$ cat src/rtl/mul_seq_32bit.sv
// ---------------------------------------------------------------------------
// mul_seq_32bit
//
// Sequential 32 x 32 -> 64 bit shift-and-add multiplier. One operand pair is
// accepted on a valid/ready handshake. The block then spends 32 BUSY cycles
// doing one add-and-shift step per cycle, and holds the product in DONE until
// downstream takes it.
//
// Optional feature (macro MUL_SIGNED_EN):
//   When defined, a signed_i port is added. An operation accepted with
//   signed_i=1 multiplies the operand magnitudes. It then passes through one
//   extra NEG cycle, which negates the 64-bit result when the operand signs
//   differ. When undefined, every operation is unsigned and the NEG state and
//   sign logic do not exist.
//
// Ports:
//   clk_i      in   1   clock, all state changes on the rising edge
//   rst_i      in   1   synchronous active-high reset
//   valid_i    in   1   operand request valid
//   ready_o    out  1   block can accept operands (IDLE only)
//   a_i        in  32   multiplicand, sampled on accept
//   b_i        in  32   multiplier, sampled on accept
//   signed_i   in   1   two's-complement mode (MUL_SIGNED_EN only)
//   product_o  out 64   result, meaningful while valid_o=1
//   valid_o    out  1   result available
//   ready_i    in   1   downstream accepts the result
//
// Latency: counting the accept edge as edge 1, valid_o first reads high after
// edge 33 for an unsigned operation. A signed_i=1 operation adds one cycle
// and reads high after edge 34.
// ---------------------------------------------------------------------------
module mul_seq_32bit (
    input  logic        clk_i,
    input  logic        rst_i,
    input  logic        valid_i,
    output logic        ready_o,
    input  logic [31:0] a_i,
    input  logic [31:0] b_i,
`ifdef MUL_SIGNED_EN
    input  logic        signed_i,
`endif
    output logic [63:0] product_o,
    output logic        valid_o,
    input  logic        ready_i
);

    // NEG only exists when signed support is built in. DONE keeps the same
    // encoding in both builds.
    typedef enum logic [1:0] {
        IDLE = 2'd0,
        BUSY = 2'd1,
`ifdef MUL_SIGNED_EN
        NEG  = 2'd2,
`endif
        DONE = 2'd3
    } state_t;

    state_t      state_q;
    logic [4:0]  stepCount_q;
    logic [63:0] working_q;
    logic [63:0] working_d;
    logic [31:0] multiplicand_q;
    logic        ready_q;
    logic        valid_q;

    logic [31:0] addend;
    logic [31:0] partialSum;
    logic        partialCarry;

    logic [31:0] aOperand;
    logic [31:0] bOperand;

`ifdef MUL_SIGNED_EN
    logic        negate_q;
    logic        signedOp_q;
    logic [63:0] negated;

    // In signed mode each negative operand is replaced by its magnitude, so
    // the BUSY datapath only ever multiplies unsigned values. 0x80000000
    // negates to itself, and read as unsigned that is its true magnitude.
    always_comb begin
        aOperand = a_i;
        bOperand = b_i;
        if (signed_i) begin
            if (a_i[31]) begin
                aOperand = ~a_i + 32'd1;
            end
            if (b_i[31]) begin
                bOperand = ~b_i + 32'd1;
            end
        end
    end

    // Two's-complement negate of the finished magnitude product, used by NEG.
    always_comb begin
        negated = ~working_q + 64'd1;
    end
`else
    // Unsigned-only build: operands go into the datapath untouched.
    always_comb begin
        aOperand = a_i;
        bOperand = b_i;
    end
`endif

    // The multiplier bit currently in the LSB of the working register decides
    // whether this step adds the multiplicand or adds nothing.
    always_comb begin
        addend = working_q[0] ? multiplicand_q : 32'h0;
    end

    // One shared ripple adder forms the upper-half partial sum every cycle.
    RippleAdder32 uAdder (
        .a_i     (working_q[63:32]),
        .b_i     (addend),
        .carry_i (1'b0),
        .sum_o   (partialSum),
        .carry_o (partialCarry)
    );

    // Next working value for one BUSY step. {carry, sum, low half} is shifted
    // right by one. The carry becomes the new MSB, and the used multiplier
    // bit drops off the bottom.
    always_comb begin
        working_d = {partialCarry, partialSum, working_q[31:1]};
    end

    // Control FSM with registered handshake outputs.
    // ready_q and valid_q are updated on the same edge as the state change,
    // so they always match the state being entered. Reset takes priority
    // over any handshake. DONE holds working_q untouched, which keeps
    // product_o stable until the result is taken.
    always_ff @(posedge clk_i) begin
        if (rst_i) begin
            state_q        <= IDLE;
            stepCount_q    <= 5'd0;
            working_q      <= 64'h0;
            multiplicand_q <= 32'h0;
            ready_q        <= 1'b1;
            valid_q        <= 1'b0;
`ifdef MUL_SIGNED_EN
            negate_q       <= 1'b0;
            signedOp_q     <= 1'b0;
`endif
        end else begin
            case (state_q)
                IDLE: begin
                    if (valid_i && ready_q) begin
                        state_q        <= BUSY;
                        stepCount_q    <= 5'd0;
                        working_q      <= {32'h0, bOperand};
                        multiplicand_q <= aOperand;
                        ready_q        <= 1'b0;
                        valid_q        <= 1'b0;
`ifdef MUL_SIGNED_EN
                        negate_q       <= signed_i & (a_i[31] ^ b_i[31]);
                        signedOp_q     <= signed_i;
`endif
                    end
                end

                BUSY: begin
                    working_q   <= working_d;
                    stepCount_q <= stepCount_q + 5'd1;
                    if (stepCount_q == 5'd31) begin
`ifdef MUL_SIGNED_EN
                        if (signedOp_q) begin
                            state_q <= NEG;
                        end else begin
                            state_q <= DONE;
                            valid_q <= 1'b1;
                        end
`else
                        state_q <= DONE;
                        valid_q <= 1'b1;
`endif
                    end
                end

`ifdef MUL_SIGNED_EN
                NEG: begin
                    if (negate_q) begin
                        working_q <= negated;
                    end
                    state_q <= DONE;
                    valid_q <= 1'b1;
                end
`endif

                DONE: begin
                    if (valid_q && ready_i) begin
                        state_q <= IDLE;
                        ready_q <= 1'b1;
                        valid_q <= 1'b0;
                    end
                end

                default: begin
                    state_q <= IDLE;
                    ready_q <= 1'b1;
                    valid_q <= 1'b0;
                end
            endcase
        end
    end

    // Outputs come straight from registers.
    // Reset clears working_q, so product_o reads zero straight out of reset.
    always_comb begin
        ready_o   = ready_q;
        valid_o   = valid_q;
        product_o = working_q;
    end

endmodule

// ---------------------------------------------------------------------------
// RippleAdder32
//
// Plain 32-bit ripple-carry adder built from per-bit full-adder equations.
//
// Ports:
//   a_i      in  32  first addend
//   b_i      in  32  second addend
//   carry_i  in   1  carry into bit 0
//   sum_o    out 32  sum
//   carry_o  out  1  carry out of bit 31
// ---------------------------------------------------------------------------
module RippleAdder32 (
    input  logic [31:0] a_i,
    input  logic [31:0] b_i,
    input  logic        carry_i,
    output logic [31:0] sum_o,
    output logic        carry_o
);

    logic [32:0] carryChain;

    assign carryChain[0] = carry_i;

    // Each stage is a textbook full adder. The carry ripples from bit 0
    // upward, and the final carry becomes carry_o.
    genvar bitIdx;
    generate
        for (bitIdx = 0; bitIdx < 32; bitIdx = bitIdx + 1) begin : gBit
            assign sum_o[bitIdx]        = a_i[bitIdx] ^ b_i[bitIdx] ^ carryChain[bitIdx];
            assign carryChain[bitIdx+1] = (a_i[bitIdx] & b_i[bitIdx])
                                        | (carryChain[bitIdx] & (a_i[bitIdx] ^ b_i[bitIdx]));
        end
    endgenerate

    assign carry_o = carryChain[32];

endmodule
$ cat config.mk
export PLATFORM = sky130hd
export DESIGN_NAME = mul_seq_32bit
export DESIGN_NICKNAME = d
export VERILOG_FILES = /design/src/rtl/mul_seq_32bit.sv
export SDC_FILE = /design/constraint.sdc
export NUM_CORES = 1
export LEC_CHECK = 0
export CAP_MARGIN = 10
export CORE_MARGIN = 1.5
export CORE_UTILIZATION = 45
export DETAILED_ROUTE_END_ITERATION = 12
export DONT_BUFFER_PORTS = 1
export PLACE_DENSITY = 0.63
export SLEW_MARGIN = 20
export SYNTH_ARGS = -nofsm -noshare
export SYNTH_HDL_FRONTEND = slang
export SYNTH_SLANG_ARGS = --single-unit
$ cat constraint.sdc
create_clock -name clk_i -period 13.1 [get_ports clk_i]
set_clock_uncertainty 0.1 [all_clocks]
set_input_delay 2.62 -clock clk_i [delete_from_list [all_inputs] [get_ports clk_i]]
set_output_delay 2.62 -clock clk_i [all_outputs]
set_load 0.05 [all_outputs]
* Word-level counts from Yosys, hierarchy flattened
Index checks and enable logic that the tools add are counted.
** Storage, ports and cells
- Bits in registers :: 105
- Output and inout bits :: 66
- Logic and storage cells :: 194
** Cells by class
- $add $sub $neg :: 1
- Equality and inequality tests :: 6
- Multiplexer cells :: 15
- Bitwise gates (word level) :: 158
- Reduce and logical (&&, ||, !) cells :: 8
** Operators by type and width (count)
- 64-bit case mux with 2 select lines :: 1
- 64-bit two-way mux :: 1
- 1-bit bitwise AND :: 63
- 1-bit bitwise XOR :: 63
- 32-bit two-way mux :: 1
- 1-bit bitwise OR :: 31
- 5-bit case mux with 2 select lines :: 1
- 2-bit two-way mux :: 3
- 2-bit != test, second input constant :: 3
- 1-bit case mux with 3 select lines :: 2
- 2-bit case mux with 3 select lines :: 1
- 3-bit AND reduction :: 2
- 5-bit by 1-bit adder with 5-bit output, second input constant :: 1
- 5-bit == test, second input constant :: 1
- 5-bit two-way mux :: 1
- 1-bit two-way mux :: 4
- 2-bit AND reduction :: 2
- 2-bit by 1-bit == test with 1-bit output, second input constant :: 1
- 2-bit == test, second input constant :: 1
- 1-bit logical AND :: 2
- 2-bit logical NOT :: 1
- 2-bit nonzero test :: 1
- 1-bit NOT :: 1

* Depth between registers and ports, before layout
Gate-level depths: netlist (run 1).
- Depth in word-level cells :: 65
- Mapped depth :: 40

* By module
From an unflattened synthesis (run 1), not the netlist that was laid out.
** Second synthesis, totals
- Cells, all modules :: 512
- Area, all modules :: 5037.3 sq um
** Modules (own cells, without submodules)
- mul_seq_32bit :: times used 1, cells an instance 470, area an instance 4359.2 sq um
- RippleAdder32 :: times used 1, cells an instance 42, area an instance 678.2 sq um

* Least setup slack after synthesis (run 1)
Ideal clock, no wire load.
- Kind :: register to register
- Start point :: register working_q[0], in the netlist product_o[0]
- End point :: register working_q[62], in the netlist product_o[62]
- Library setup time :: 127 ps
- Arrival :: 13550 ps
- Data required time :: 12873 ps
- Path slack :: -677 ps
- Cell stages (with the launch flop) :: 41
- Path buffers :: 1
- Clock period less this slack :: 13777 ps
- Cells stage by stage :: dfxtp_1 clkbuf_1 and2_1 ha_1 inv_1 fa_1 fa_1 fa_1 fa_1 fa_1 fa_1 fa_1 fa_1 fa_1 fa_1 fa_1 fa_1 fa_1 (+5 left out) fa_1 fa_1 fa_1 fa_1 fa_1 fa_1 inv_1 fa_1 inv_1 fa_1 inv_1 fa_1 inv_1 fa_1 fa_1 fa_1 fa_1 o2bb2ai_1
** Between the ends
- Longest elaborated chain between the ends :: 64
- Elaborated cells on any way between the ends :: 125
- Those cells by class :: mux (2); bitwise (123)
** RTL lines
- start: declaration :: line 60 : logic [63:0] working_q;
- start signal: assignment :: line 151 : working_q <= {32'h0, bOperand};
- start signal: assignment :: line 163 : working_q <= working_d;
- 32-bit two-way mux * :: line 109 : addend = working_q[0] ? multiplicand_q : 32'h0;
- 1-bit bitwise AND / 1-bit bitwise XOR (equally long branches) :: line 247, 248
- 1-bit bitwise AND :: line 248 : | (carryChain[bitIdx] & (a_i[bitIdx] ^ b_i[bitIdx]));
- 1-bit bitwise OR :: line 248
- 1-bit bitwise AND :: line 248
- 1-bit bitwise OR :: line 248
- 1-bit bitwise AND :: line 248
- 1-bit bitwise OR :: line 248
- (+48 left out)
- 1-bit bitwise AND :: line 248
- 1-bit bitwise OR :: line 248
- 1-bit bitwise AND :: line 248
- 1-bit bitwise OR :: line 248
- 1-bit bitwise AND :: line 248
- 1-bit bitwise OR :: line 248
- 1-bit bitwise XOR * :: line 246 : assign sum_o[bitIdx] = a_i[bitIdx] ^ b_i[bitIdx] ^ carryChain[bitIdx];
- 64-bit case mux with 2 select lines * :: line 146 : case (state_q)
Mark *: on every way between the ends. The rest lies on a longest branch, timed or not.
A chain may end at the register's enable or synchronous reset.

* Worst setup path after layout (run 1)
Ends and elaborated chain as after synthesis.

==> metrics.txt, run 1 <==
# TYPE chip_impl_metric gauge
chip_impl_info{name="timing.rr.end",value="product_o[62]"} 1
chip_impl_metric{name="critical-path-max-stage-delay",unit="ns"} 0.49
chip_impl_metric{name="ys_seq_area_share",unit="%"} 42.8
chip_impl_metric{name="die_area",unit="sq um"} 11500
chip_impl_metric{name="cell_area_synth",unit="sq um"} 4870
chip_impl_metric{name="place_inst",unit=""} 609
chip_impl_metric{name="clk_path_buf_depth",unit=""} 2
chip_impl_metric{name="avgViaCountPerCell",unit=""} 5.52
chip_impl_metric{name="setup_viol_count_final",unit=""} 0
chip_impl_metric{name="global_route.overflow_total",unit=""} 0
chip_impl_metric{name="cts_sinks",unit=""} 104
chip_impl_metric{name="flow.area_growth_from_synthesis",unit="%"} 6.83
chip_impl_metric{name="coreArea",unit="sq um"} 10400
chip_impl_metric{name="final_max_slew_viol_count",unit=""} 0
chip_impl_info{name="outcome",value="completed"} 1
chip_impl_metric{name="clk_latency_worst_skew_pair",unit="ns"} 0.37
chip_impl_info{name="crit_start",value="product_o[0]"} 1
chip_impl_metric{name="drt.antenna.violating_nets",unit=""} 0
chip_impl_metric{name="cts-hold-fix-buffers",unit=""} 0
chip_impl_info{name="critPathKind",value="flip-flop to flip-flop"} 1
chip_impl_metric{name="slack_of_the_worst_reg_to_reg_path",unit="ns"} 0.55
chip_impl_metric{name="timing.fmax",unit="MHz"} 79.7
chip_impl_metric{name="post_drt_wl_per_cell",unit="microns"} 16.2
chip_impl_info{name="final_cell_mix",value="sky130_fd_sc_hd__dfxtp_1 (103), sky130_fd_sc_hd__nand2_1 (94), sky130_fd_sc_hd__a21oi_1 (69)"} 1
chip_impl_metric{name="share_of_final_layout_standard_cells_stronger_than_drive_strength_1",unit="%"} 11.5
chip_impl_metric{name="postCtsSetupBuffers",unit=""} 0
chip_impl_metric{name="detailedPlacementHpwl",unit="microns"} 6920
chip_impl_metric{name="finalHoldViolCount",unit=""} 0
chip_impl_info{name="ys_top_cells_by_area",value="sky130_fd_sc_hd__dfxtp_1 (43%), sky130_fd_sc_hd__fa_1 (13%), sky130_fd_sc_hd__nand2_1 (7.2%)"} 1
chip_impl_metric{name="via_count",unit=""} 3448
chip_impl_metric{name="placer_s_final_routability_congestion_estimate",unit=""} 0.738
chip_impl_metric{name="power_density",unit="nW/um^2"} 132
chip_impl_info{name="mostFrequentLayoutCell",value="sky130_fd_sc_hd__dfxtp_1"} 1
chip_impl_metric{name="routed_wl",unit="microns"} 10100
chip_impl_metric{name="critical_path_peak_fanout",unit=""} 2
chip_impl_metric{name="timing.critical_path.depth",unit=""} 39
chip_impl_metric{name="power.ir.vdd_worst",unit="V"} 0.0000850
chip_impl_info{name="critPathCaptureType",value="flip-flop"} 1
chip_impl_metric{name="syn_inst",unit=""} 503
chip_impl_metric{name="post_cts.resized_instances",unit=""} 4
chip_impl_metric{name="final_nets",unit=""} 586
chip_impl_metric{name="required",unit="ns"} 13.23
chip_impl_metric{name="final_core_utilization",unit="%"} 49.9
chip_impl_metric{name="detail_route.drc_violations",unit=""} 0
chip_impl_metric{name="port_buffers",unit=""} 0
chip_impl_metric{name="grt_first_pass_wirelength",unit="microns"} 16800
chip_impl_info{name="endpoint",value="product_o[62]"} 1
chip_impl_metric{name="tightestPinTransition",unit="ns"} 0.974
chip_impl_metric{name="storage_cell_area",unit="sq um"} 2090
chip_impl_metric{name="detailedRoute.firstPassIterationCount",unit=""} 4
chip_impl_metric{name="max_cap_violations",unit=""} 0
chip_impl_metric{name="htree_levels",unit=""} 3
chip_impl_metric{name="slew_headroom",unit="%"} 35.0
chip_impl_metric{name="floorplan.die.width",unit="microns"} 107
chip_impl_metric{name="syn_nets",unit=""} 605
chip_impl_metric{name="drt_iter0_markers",unit=""} 106
chip_impl_metric{name="grt_use_met2",unit="%"} 30.5
chip_impl_metric{name="grt_usage",unit="%"} 18.5
chip_impl_info{name="clock_tree_from_tritoncts",value="yes"} 1
chip_impl_metric{name="initial_core_util",unit="%"} 46.8
chip_impl_metric{name="multi_input_area",unit="sq um"} 2500
chip_impl_info{name="hp-class",value="flip-flop to flip-flop"} 1
chip_impl_metric{name="final.fill_count",unit=""} 973
chip_impl_metric{name="period_minus_slack",unit="ns"} 12.55
chip_impl_metric{name="core.rowCount",unit=""} 37
chip_impl_metric{name="period_share",unit="%"} 95.8
chip_impl_info{name="rsz0062_at_grt",value="false"} 1
chip_impl_info{name="cpMostUsedCell",value="sky130_fd_sc_hd__fa_2"} 1
chip_impl_metric{name="worst_hold_slack",unit="ns"} 0.350
chip_impl_info{name="start_kind",value="flip-flop"} 1
chip_impl_metric{name="met1_usage",unit="%"} 22.8
chip_impl_metric{name="cts.reportedPaths.clkPinSlew",unit="ns"} 0.09
chip_impl_metric{name="cts_inserted_buffers",unit=""} 9
chip_impl_metric{name="final_cells",unit=""} 625
chip_impl_metric{name="cp.arrival",unit="ns"} 12.68
chip_impl_info{name="cpLargestDelayFamily",value="adder cells"} 1
chip_impl_metric{name="floorplan.die.height",unit="microns"} 107
chip_impl_metric{name="power_leakage",unit="nW"} 1.70
chip_impl_info{name="cpMaxStageDelayCell",value="sky130_fd_sc_hd__fa_1"} 1
chip_impl_metric{name="timing.reg2reg.worst_path_depth",unit=""} 39
chip_impl_info{name="timing.rr.start",value="product_o[0]"} 1
chip_impl_metric{name="yosys_warnings",unit=""} 0
chip_impl_metric{name="synth_top_area_share",unit="%"} 42.8
chip_impl_metric{name="grt_start_max_net_pins",unit=""} 66
chip_impl_metric{name="diodes",unit=""} 0
chip_impl_metric{name="mean_syn_cell_area",unit="sq um"} 9.68
chip_impl_metric{name="floorplan.io_pins",unit=""} 134
chip_impl_metric{name="critPathBufInv",unit=""} 5
chip_impl_info{name="top_usage_layer",value="met2"} 1
chip_impl_metric{name="number_of_antenna_violations_at_the_first_check_in_global_routing",unit=""} 0
chip_impl_info{name="synth_area_leader_cell",value="sky130_fd_sc_hd__dfxtp_1"} 1
chip_impl_info{name="ctsRootBufferMaster",value="sky130_fd_sc_hd__clkbuf_8"} 1
chip_impl_metric{name="synth_cell_type_count",unit=""} 34
chip_impl_metric{name="yosys_register_bits",unit=""} 104
chip_impl_metric{name="grt_pass1_vias",unit=""} 3423
chip_impl_metric{name="total_power",unit="mW"} 0.686
chip_impl_metric{name="fin_setup_tns",unit="ns"} 0
chip_impl_metric{name="grt_use_met3",unit="%"} 6.81
==> Yosys cell counts <==
cell and number:
sky130_fd_sc_hd__and3b_1 1, sky130_fd_sc_hd__a22o_1 4, sky130_fd_sc_hd__o2bb2ai_1 27, sky130_fd_sc_hd__mux2i_1 33
sky130_fd_sc_hd__dfxtp_1 104, sky130_fd_sc_hd__buf_4 7, sky130_fd_sc_hd__buf_1 1, sky130_fd_sc_hd__nor4bb_1 1
sky130_fd_sc_hd__o2bb2ai_2 3, sky130_fd_sc_hd__nand4bb_1 1, sky130_fd_sc_hd__a211o_1 1, sky130_fd_sc_hd__nor3_4 1
sky130_fd_sc_hd__clkinv_1 1, sky130_fd_sc_hd__o21ai_0 1, sky130_fd_sc_hd__a311oi_1 1, sky130_fd_sc_hd__clkbuf_1 18
sky130_fd_sc_hd__nor3b_1 2, sky130_fd_sc_hd__buf_2 12, sky130_fd_sc_hd__inv_1 35, sky130_fd_sc_hd__o31ai_1 32
sky130_fd_sc_hd__and3_1 3, sky130_fd_sc_hd__nand2b_1 3, sky130_fd_sc_hd__or3b_1 1, sky130_fd_sc_hd__ha_1 3
sky130_fd_sc_hd__nor2_1 2, sky130_fd_sc_hd__nand2_1 94, sky130_fd_sc_hd__nor2b_1 1, sky130_fd_sc_hd__fa_1 31
sky130_fd_sc_hd__a21oi_1 69, sky130_fd_sc_hd__and2_1 3, sky130_fd_sc_hd__nand3b_1 1, sky130_fd_sc_hd__nor3_1 1
sky130_fd_sc_hd__nand3_1 1, sky130_fd_sc_hd__buf_6 4
==> worst min-delay path: stages, from the launching register on <==
cell and delay, ns:
sky130_fd_sc_hd__dfxtp_1 0.32, sky130_fd_sc_hd__nand2_1 0.05, sky130_fd_sc_hd__a21oi_1 0.05
==> power breakdown <==
part / internal [mW] / leakage (nW) / total (mW) / switching [mW]
combinational: 0.0280 / 0.733 / 0.0756 / 0.0476
sequential: 0.336 / 0.851 / 0.394 / 0.0583
clock: 0.106 / 0.111 / 0.217 / 0.110
==> metal layers <==
| metal | vias up | share of wire [%] |
|---|---|---|
| met5 | - | 0 |
| met4 | 0 | 0.87 |
| met3 | 9 | 6.9 |
| met2 | 101 | 47 |
| met1 | 1665 | 46 |
| li1 | 1673 | - |
==> final cells by class <==
class / instances / share of cell area [%]
multi-input cells: 321 / 48.0
repair buffers: 12 / 1.73
clock buffers: 11 / 3.13
flip-flops and latches: 104 / 40.1
inverters: 36 / 2.60
clock inverters: 5 / 1.15
well taps: 136 / 3.27
==> registers in the layout, indices dropped and copies added, names as in the netlist <==
| name | flops |
|---|---|
| multiplicand_q | 32 |
| product_o | 64 |
| ready_o | 1 |
| state_q | 1 |
| stepCount_q | 5 |
| valid_o | 1 |
==> cells by family after synthesis <==
group                    count (synthesis)  synth area share (%)
flip-flops                             104                  42.8
buffers and inverters                   78                  7.48
multiplexers                            33                  6.78
AND/OR/NAND/NOR                        116                  10.5
adder cells (fa/ha/maj)                 34                  13.5
AO/OA/AOI/OAI                          138                  19.0
==> metrics by stage <==
stage	cell area [sq um]	setup WS, ns
floorplan	4900	0.0250
global route	5200	0.0414
CTS	5180	0.0563
global placement	4950	-0.0404
finish	5200	0.545
detailed placement	4950	-0.108
==> how the worst min path moves through the flow <==
stage | slack [ns] | from | cells past startpoint | endpoint
after global routing | 0.37 | multiplicand_q[8] | 2 | multiplicand_q[8]
after detailed placement | 0.34 | multiplicand_q[0] | 2 | multiplicand_q[0]
after CTS | 0.35 | multiplicand_q[0] | 2 | multiplicand_q[0]
final | 0.35 | multiplicand_q[0] | 2 | multiplicand_q[0]
after global placement | 0.34 | multiplicand_q[0] | 2 | multiplicand_q[0]
after floorplan | 0.33 | multiplicand_q[0] | 2 | multiplicand_q[0]
Note: power is estimated with default switching activity, not from simulation.
==> run 2, diff against run 1 <==
CTS_CLUSTER_SIZE = 10   (was not set)
MAX_ROUTING_LAYER = met4   (was not set)
==> run 2 against run 1 <==
  * Flip-flop and latch count did not move
  * Clock power barely moved
  * Design area did not move
  * Via count rose by 0.75%
  * Combinational power barely moved
  * Largest cell class unchanged
  * Largest power group unchanged
==> metrics.txt, run 2 (same netlist as run 1, synthesis figures left out) <==
# TYPE chip_impl_metric gauge
chip_impl_metric{name="grt_pass1_vias",unit=""} 3430
chip_impl_info{name="cpMostUsedCell",value="sky130_fd_sc_hd__fa_2"} 1
chip_impl_metric{name="final.fill_count",unit=""} 973
chip_impl_info{name="outcome",value="completed"} 1
chip_impl_metric{name="critical-path-max-stage-delay",unit="ns"} 0.49
chip_impl_metric{name="detailedPlacementHpwl",unit="microns"} 6920
chip_impl_metric{name="avgViaCountPerCell",unit=""} 5.56
chip_impl_metric{name="drt_iter0_markers",unit=""} 102
chip_impl_metric{name="power_density",unit="nW/um^2"} 132
chip_impl_metric{name="final_design_area_no_fill",unit="sq um"} 5200
chip_impl_metric{name="coreArea",unit="sq um"} 10400
chip_impl_metric{name="power.ir.vdd_worst",unit="V"} 0.0000857
chip_impl_metric{name="detailedRoute.firstPassIterationCount",unit=""} 4
chip_impl_metric{name="finalHoldViolCount",unit=""} 0
chip_impl_info{name="start_kind",value="flip-flop"} 1
chip_impl_metric{name="largest_register_ffs",unit=""} 64
chip_impl_metric{name="initial_core_util",unit="%"} 46.8
chip_impl_metric{name="floorplan.die.width",unit="microns"} 107
chip_impl_info{name="ctsRootBufferMaster",value="sky130_fd_sc_hd__clkbuf_8"} 1
chip_impl_metric{name="final_max_slew_viol_count",unit=""} 0
chip_impl_metric{name="cts.reportedPaths.clkPinSlew",unit="ns"} 0.09
chip_impl_metric{name="final_core_utilization",unit="%"} 49.9
chip_impl_metric{name="floorplan.die.height",unit="microns"} 107
chip_impl_metric{name="dpl-instance-area",unit="sq um"} 4950
chip_impl_metric{name="cts_inserted_buffers",unit=""} 9
chip_impl_info{name="hp-class",value="flip-flop to flip-flop"} 1
chip_impl_info{name="hold_path_startpoint",value="multiplicand_q[0]"} 1
chip_impl_info{name="topRoutingLayerUsed",value="met4"} 1
chip_impl_metric{name="cts-hold-fix-buffers",unit=""} 0
chip_impl_metric{name="timing.reg2reg.worst_path_depth",unit=""} 39
chip_impl_metric{name="grt_usage",unit="%"} 19.0
chip_impl_metric{name="slack_of_the_worst_reg_to_reg_path",unit="ns"} 0.54
chip_impl_metric{name="die_area",unit="sq um"} 11500
chip_impl_metric{name="critical_path_peak_fanout",unit=""} 2
chip_impl_metric{name="clk_latency_worst_skew_pair",unit="ns"} 0.37
chip_impl_metric{name="clk_path_buf_depth",unit=""} 2
chip_impl_metric{name="routed_wl",unit="microns"} 10200
chip_impl_metric{name="diodes",unit=""} 0
chip_impl_info{name="clock_tree_from_tritoncts",value="yes"} 1
chip_impl_metric{name="detail_route.wirelength.met1",unit="microns"} 4720
chip_impl_metric{name="post-place-ws",unit="ns"} -0.108
chip_impl_metric{name="fin_setup_tns",unit="ns"} 0
chip_impl_info{name="timing.rr.end",value="product_o[62]"} 1
chip_impl_info{name="cpMaxStageDelayCell",value="sky130_fd_sc_hd__fa_1"} 1
chip_impl_info{name="critPathKind",value="flip-flop to flip-flop"} 1
chip_impl_metric{name="met2_wirelength",unit="microns"} 4700
chip_impl_metric{name="hold_path_depth",unit=""} 2
chip_impl_metric{name="timing.fmax",unit="MHz"} 79.6
chip_impl_metric{name="htree_levels",unit=""} 3
chip_impl_info{name="hold-path-endpoint",value="multiplicand_q[0]"} 1
chip_impl_metric{name="drt.antenna.violating_nets",unit=""} 0
chip_impl_metric{name="grt_start_max_net_pins",unit=""} 66
chip_impl_info{name="critPathCaptureType",value="flip-flop"} 1
chip_impl_metric{name="port_buffers",unit=""} 0
chip_impl_info{name="rsz0062_at_grt",value="false"} 1
chip_impl_metric{name="cts_sinks",unit=""} 104
chip_impl_metric{name="period_share",unit="%"} 95.8
chip_impl_metric{name="floorplan.io_pins",unit=""} 134
chip_impl_metric{name="slew_headroom",unit="%"} 35.0
chip_impl_metric{name="detail_route.drc_violations",unit=""} 0
chip_impl_metric{name="setup_viol_count_final",unit=""} 0
chip_impl_metric{name="power_leakage",unit="nW"} 1.70
chip_impl_metric{name="grt_first_pass_wirelength",unit="microns"} 16800
chip_impl_metric{name="final_nets",unit=""} 586
chip_impl_metric{name="met3RoutedLength",unit="microns"} 657
chip_impl_metric{name="flow.area_growth_from_synthesis",unit="%"} 6.83
chip_impl_metric{name="worst_hold_slack",unit="ns"} 0.350
chip_impl_metric{name="required",unit="ns"} 13.23
chip_impl_metric{name="post_drt_wl_per_cell",unit="microns"} 16.3
chip_impl_info{name="mostFrequentLayoutCell",value="sky130_fd_sc_hd__dfxtp_1"} 1
chip_impl_metric{name="global_route.overflow_total",unit=""} 0
chip_impl_metric{name="number_of_antenna_violations_at_the_first_check_in_global_routing",unit=""} 0
chip_impl_metric{name="cp.arrival",unit="ns"} 12.69
chip_impl_info{name="timing.rr.start",value="product_o[0]"} 1
chip_impl_info{name="final_cell_mix",value="sky130_fd_sc_hd__dfxtp_1 (103), sky130_fd_sc_hd__nand2_1 (94), sky130_fd_sc_hd__a21oi_1 (69)"} 1
chip_impl_metric{name="core.rowCount",unit=""} 37
chip_impl_metric{name="placer_s_final_routability_congestion_estimate",unit=""} 0.747
chip_impl_metric{name="tightestPinTransition",unit="ns"} 0.974
chip_impl_metric{name="via_count",unit=""} 3474
chip_impl_metric{name="layout_setup_ws",unit="ns"} 0.544
chip_impl_metric{name="share_of_final_layout_standard_cells_stronger_than_drive_strength_1",unit="%"} 11.5
chip_impl_metric{name="period_minus_slack",unit="ns"} 12.56
chip_impl_metric{name="max_cap_violations",unit=""} 0
run 2: worst max-delay path by stage:
stage / start / to / slack [ns] / cells after the start
6_report: product_o[0] / product_o[62] / 0.54 / 39
3_3_place_gp: product_o[0] / product_o[62] / -0.04 / 39
3_5_place_dp: product_o[0] / product_o[62] / -0.11 / 39
5_1_grt: multiplicand_q[0] / product_o[62] / 0.04 / 39
2_1_floorplan: product_o[0] / product_o[62] / 0.03 / 40
4_1_cts: product_o[0] / product_o[62] / 0.06 / 39
run 2: layer usage:
layer  global-route usage, %  vias up
met5                       -        -
met4                    4.86        0
met3                    5.90        9
met2                    30.6      110
met1                    23.3     1682
li1                        -     1673
run 2: worst max-delay path: cells and delay by family (launching register included):
kind,cells,cell delay (ns)
flops,1,0.35
simple gates,1,0.11
compound gates,1,0.05
fa+ha+maj,32,11.50
buf+inv,5,0.30
run 2: stage by stage:
stage          std cells  power (mW)
3_5_place_dp         609       0.478
3_3_place_gp         609       0.475
4_1_cts              625       0.695
5_1_grt              625       0.720
2_1_floorplan        503       0.464
6_report             625       0.687
run 2: repair_timing:
item                       CTS  global route
setup endpoints to repair    2             3
buffers inserted             0             0
pin swaps                    0             0
gates resized for setup      4             8
run 2: layout make-up:
class	instances	area (sq um)	area share [%]
multi-input combinational	321	2500	48.0
sequential	104	2090	40.1
tap	136	170	3.27
clock buffer	11	163	3.13
inverter	36	135	2.60
timing repair buffer	12	90.1	1.73
clock inverter	5	60.1	1.15
run 2: report_power, final:
group	total, mW	leakage [nW]	switching, mW	internal, mW
registers	0.394	0.851	0.0583	0.336
clock network	0.218	0.111	0.112	0.106
logic	0.0755	0.733	0.0476	0.0280
==> run 3, diff against run 2 <==
GPL_TIMING_DRIVEN = 0   (was not set)
==> run 3 against run 2 <==
  * Combinational power grew 12%
  * Wire length grew 8.3%
  * Via count grew 3.2%
  * Final cell count grew 4.6%
  * First-iteration DRC count grew 88%
  * Flip-flop and latch count is the same
  * Largest power group unchanged
  * Highest routed layer unchanged
==> metrics.txt, run 3 (same netlist as run 1, synthesis figures left out) <==
# TYPE chip_impl_metric gauge
chip_impl_metric{name="max_cap_violations",unit=""} 0
chip_impl_metric{name="period_share",unit="%"} 97.0
chip_impl_metric{name="global_route.overflow_total",unit=""} 0
chip_impl_info{name="mostFrequentLayoutCell",value="sky130_fd_sc_hd__dfxtp_1"} 1
chip_impl_info{name="outcome",value="completed"} 1
chip_impl_metric{name="grt_start_max_net_pins",unit=""} 16
chip_impl_metric{name="power.ir.vdd_worst",unit="V"} 0.0000774
chip_impl_metric{name="required",unit="ns"} 13.24
chip_impl_metric{name="tightestPinTransition",unit="ns"} 0.658
chip_impl_metric{name="power.sequential.fraction",unit="%"} 56.6
chip_impl_metric{name="finalHoldViolCount",unit=""} 0
chip_impl_metric{name="grt_use_met2",unit="%"} 32.2
chip_impl_metric{name="critical-path-max-stage-delay",unit="ns"} 0.52
chip_impl_metric{name="largest_register_ffs",unit=""} 64
chip_impl_metric{name="placer_s_final_routability_congestion_estimate",unit=""} 0.774
chip_impl_info{name="start_kind",value="flip-flop"} 1
chip_impl_metric{name="met1_usage",unit="%"} 25.5
chip_impl_metric{name="power_leakage",unit="nW"} 1.78
chip_impl_info{name="final_cell_mix",value="sky130_fd_sc_hd__dfxtp_1 (103), sky130_fd_sc_hd__nand2_1 (94), sky130_fd_sc_hd__a21oi_1 (69)"} 1
chip_impl_metric{name="setup_viol_count_final",unit=""} 0
chip_impl_info{name="clock_tree_from_tritoncts",value="yes"} 1
chip_impl_metric{name="cts.reportedPaths.clkPinSlew",unit="ns"} 0.10
chip_impl_info{name="cpMostUsedCell",value="sky130_fd_sc_hd__fa_2"} 1
chip_impl_metric{name="floorplan.die.width",unit="microns"} 107
chip_impl_metric{name="avgViaCountPerCell",unit=""} 5.48
chip_impl_info{name="top_usage_layer",value="met2"} 1
chip_impl_metric{name="netSwitchingFraction",unit="%"} 31.3
chip_impl_metric{name="period_minus_slack",unit="ns"} 12.70
chip_impl_metric{name="detail_route.drc_violations",unit=""} 0
chip_impl_metric{name="initial_core_util",unit="%"} 46.8
chip_impl_metric{name="grt_pass1_vias",unit=""} 3705
chip_impl_metric{name="clk_path_buf_depth",unit=""} 2
chip_impl_metric{name="floorplan.die.height",unit="microns"} 107
chip_impl_metric{name="detailedRoute.firstPassIterationCount",unit=""} 5
chip_impl_metric{name="drt.antenna.violating_nets",unit=""} 0
chip_impl_metric{name="coreArea",unit="sq um"} 10400
chip_impl_metric{name="grt_use_met3",unit="%"} 6.38
chip_impl_metric{name="fin_setup_tns",unit="ns"} 0
chip_impl_metric{name="p_int",unit="mW"} 0.481
chip_impl_metric{name="cts_inserted_buffers",unit=""} 9
chip_impl_metric{name="port_buffers",unit=""} 0
chip_impl_info{name="critPathKind",value="flip-flop to flip-flop"} 1
chip_impl_metric{name="floorplan.io_pins",unit=""} 134
chip_impl_metric{name="drt_iter0_markers",unit=""} 192
chip_impl_metric{name="flow.area_growth_from_synthesis",unit="%"} 9.69
chip_impl_metric{name="net-switching-power",unit="mW"} 0.219
chip_impl_metric{name="power.share.combinational",unit="%"} 12.1
chip_impl_metric{name="grt_first_pass_wirelength",unit="microns"} 18200
chip_impl_info{name="ctsRootBufferMaster",value="sky130_fd_sc_hd__clkbuf_8"} 1
chip_impl_info{name="rsz0062_at_grt",value="false"} 1
chip_impl_metric{name="post_drt_wl_per_cell",unit="microns"} 16.8
chip_impl_metric{name="diodes",unit=""} 0
chip_impl_metric{name="total_power",unit="mW"} 0.699
chip_impl_metric{name="core.rowCount",unit=""} 37
chip_impl_metric{name="cp.arrival",unit="ns"} 12.85
chip_impl_info{name="hold_path_startpoint",value="multiplicand_q[0]"} 1
chip_impl_info{name="timing.rr.start",value="product_o[0]"} 1
chip_impl_metric{name="power_density",unit="nW/um^2"} 131
chip_impl_metric{name="htree_levels",unit=""} 3
chip_impl_metric{name="cts-hold-fix-buffers",unit=""} 0
chip_impl_info{name="crit_start",value="product_o[0]"} 1
chip_impl_metric{name="grt_usage",unit="%"} 20.7
chip_impl_metric{name="number_of_antenna_violations_at_the_first_check_in_global_routing",unit=""} 0
chip_impl_metric{name="critical_path_peak_fanout",unit=""} 7
chip_impl_metric{name="final_max_slew_viol_count",unit=""} 0
chip_impl_info{name="cpMaxStageDelayCell",value="sky130_fd_sc_hd__dfxtp_4"} 1
chip_impl_metric{name="die_area",unit="sq um"} 11500
chip_impl_metric{name="final_core_utilization",unit="%"} 51.3
chip_impl_metric{name="share_of_final_layout_standard_cells_stronger_than_drive_strength_1",unit="%"} 13.1
chip_impl_metric{name="clock_power_share",unit="%"} 31.3
chip_impl_metric{name="routed_wl",unit="microns"} 11000
chip_impl_metric{name="final_nets",unit=""} 617
chip_impl_info{name="critPathCaptureType",value="flip-flop"} 1
chip_impl_metric{name="detailedPlacementHpwl",unit="microns"} 8180
chip_impl_metric{name="timing.fmax",unit="MHz"} 78.7
chip_impl_metric{name="clk_latency_worst_skew_pair",unit="ns"} 0.36
chip_impl_metric{name="slew_headroom",unit="%"} 56.1
chip_impl_metric{name="via_count",unit=""} 3586
chip_impl_info{name="hp-class",value="flip-flop to flip-flop"} 1
chip_impl_metric{name="cts_sinks",unit=""} 104
## run 3: cell type report
type	instances	area (sq um)
fill	952	5070
tap	136	170
buffer	42	251
sequential	104	2090
clock buffer	11	141
timing repair buffer	1	7.51
inverter	36	135
clock inverter	3	66.3
multi-input combinational	321	2480
## run 3: metal layers
metal | vias up | share of wire, %
met5 | - | 0
met4 | 0 | 1.2
met3 | 11 | 8.2
met2 | 125 | 46
met1 | 1713 | 44
li1 | 1737 | -
## run 3: worst paths after layout
check | to | slack (ns) | cells after the start
max | product_o[62] | 0.40 | 40
min | multiplicand_q[0] | 0.36 | 2
max reg2reg | product_o[62] | 0.40 | 40
min reg2reg | multiplicand_q[0] | 0.36 | 2
## run 3: power by group through the flow
stage | Combinational (mW) | Sequential, mW | Clock [mW]
floorplan | 0.0663 | 0.398 | 0
global placement | 0.0813 | 0.403 | 0
detailed placement | 0.0838 | 0.403 | 0
CTS | 0.0852 | 0.396 | 0.224
global route | 0.0953 | 0.399 | 0.237
finish | 0.0843 | 0.396 | 0.219
## run 3: critical path: cells and delay by family (launching register included)
family                   cells  cell delay, ns
adder cells (fa/ha/maj)     32           11.24
flip-flops                   1            0.52
buffers and inverters        6            0.51
AND/OR/NAND/NOR              1            0.13
AO/OA/AOI/OAI                1            0.06
## run 3: stage by stage
step	hold slack (ns)	setup slack, ns	instances	instance area [sq um]
2_1_floorplan	0.332	0.0250	503	4900
3_3_place_gp	0.338	-0.607	639	5070
3_5_place_dp	0.346	-0.619	639	5070
4_1_cts	0.358	0.0365	654	5330
5_1_grt	0.371	0.0111	654	5340
6_report	0.357	0.397	654	5340
## run 3: timing repair
item                       in CTS  in global routing
gates resized for setup        14                  6
setup endpoints to repair       3                  2
buffers inserted                1                  0
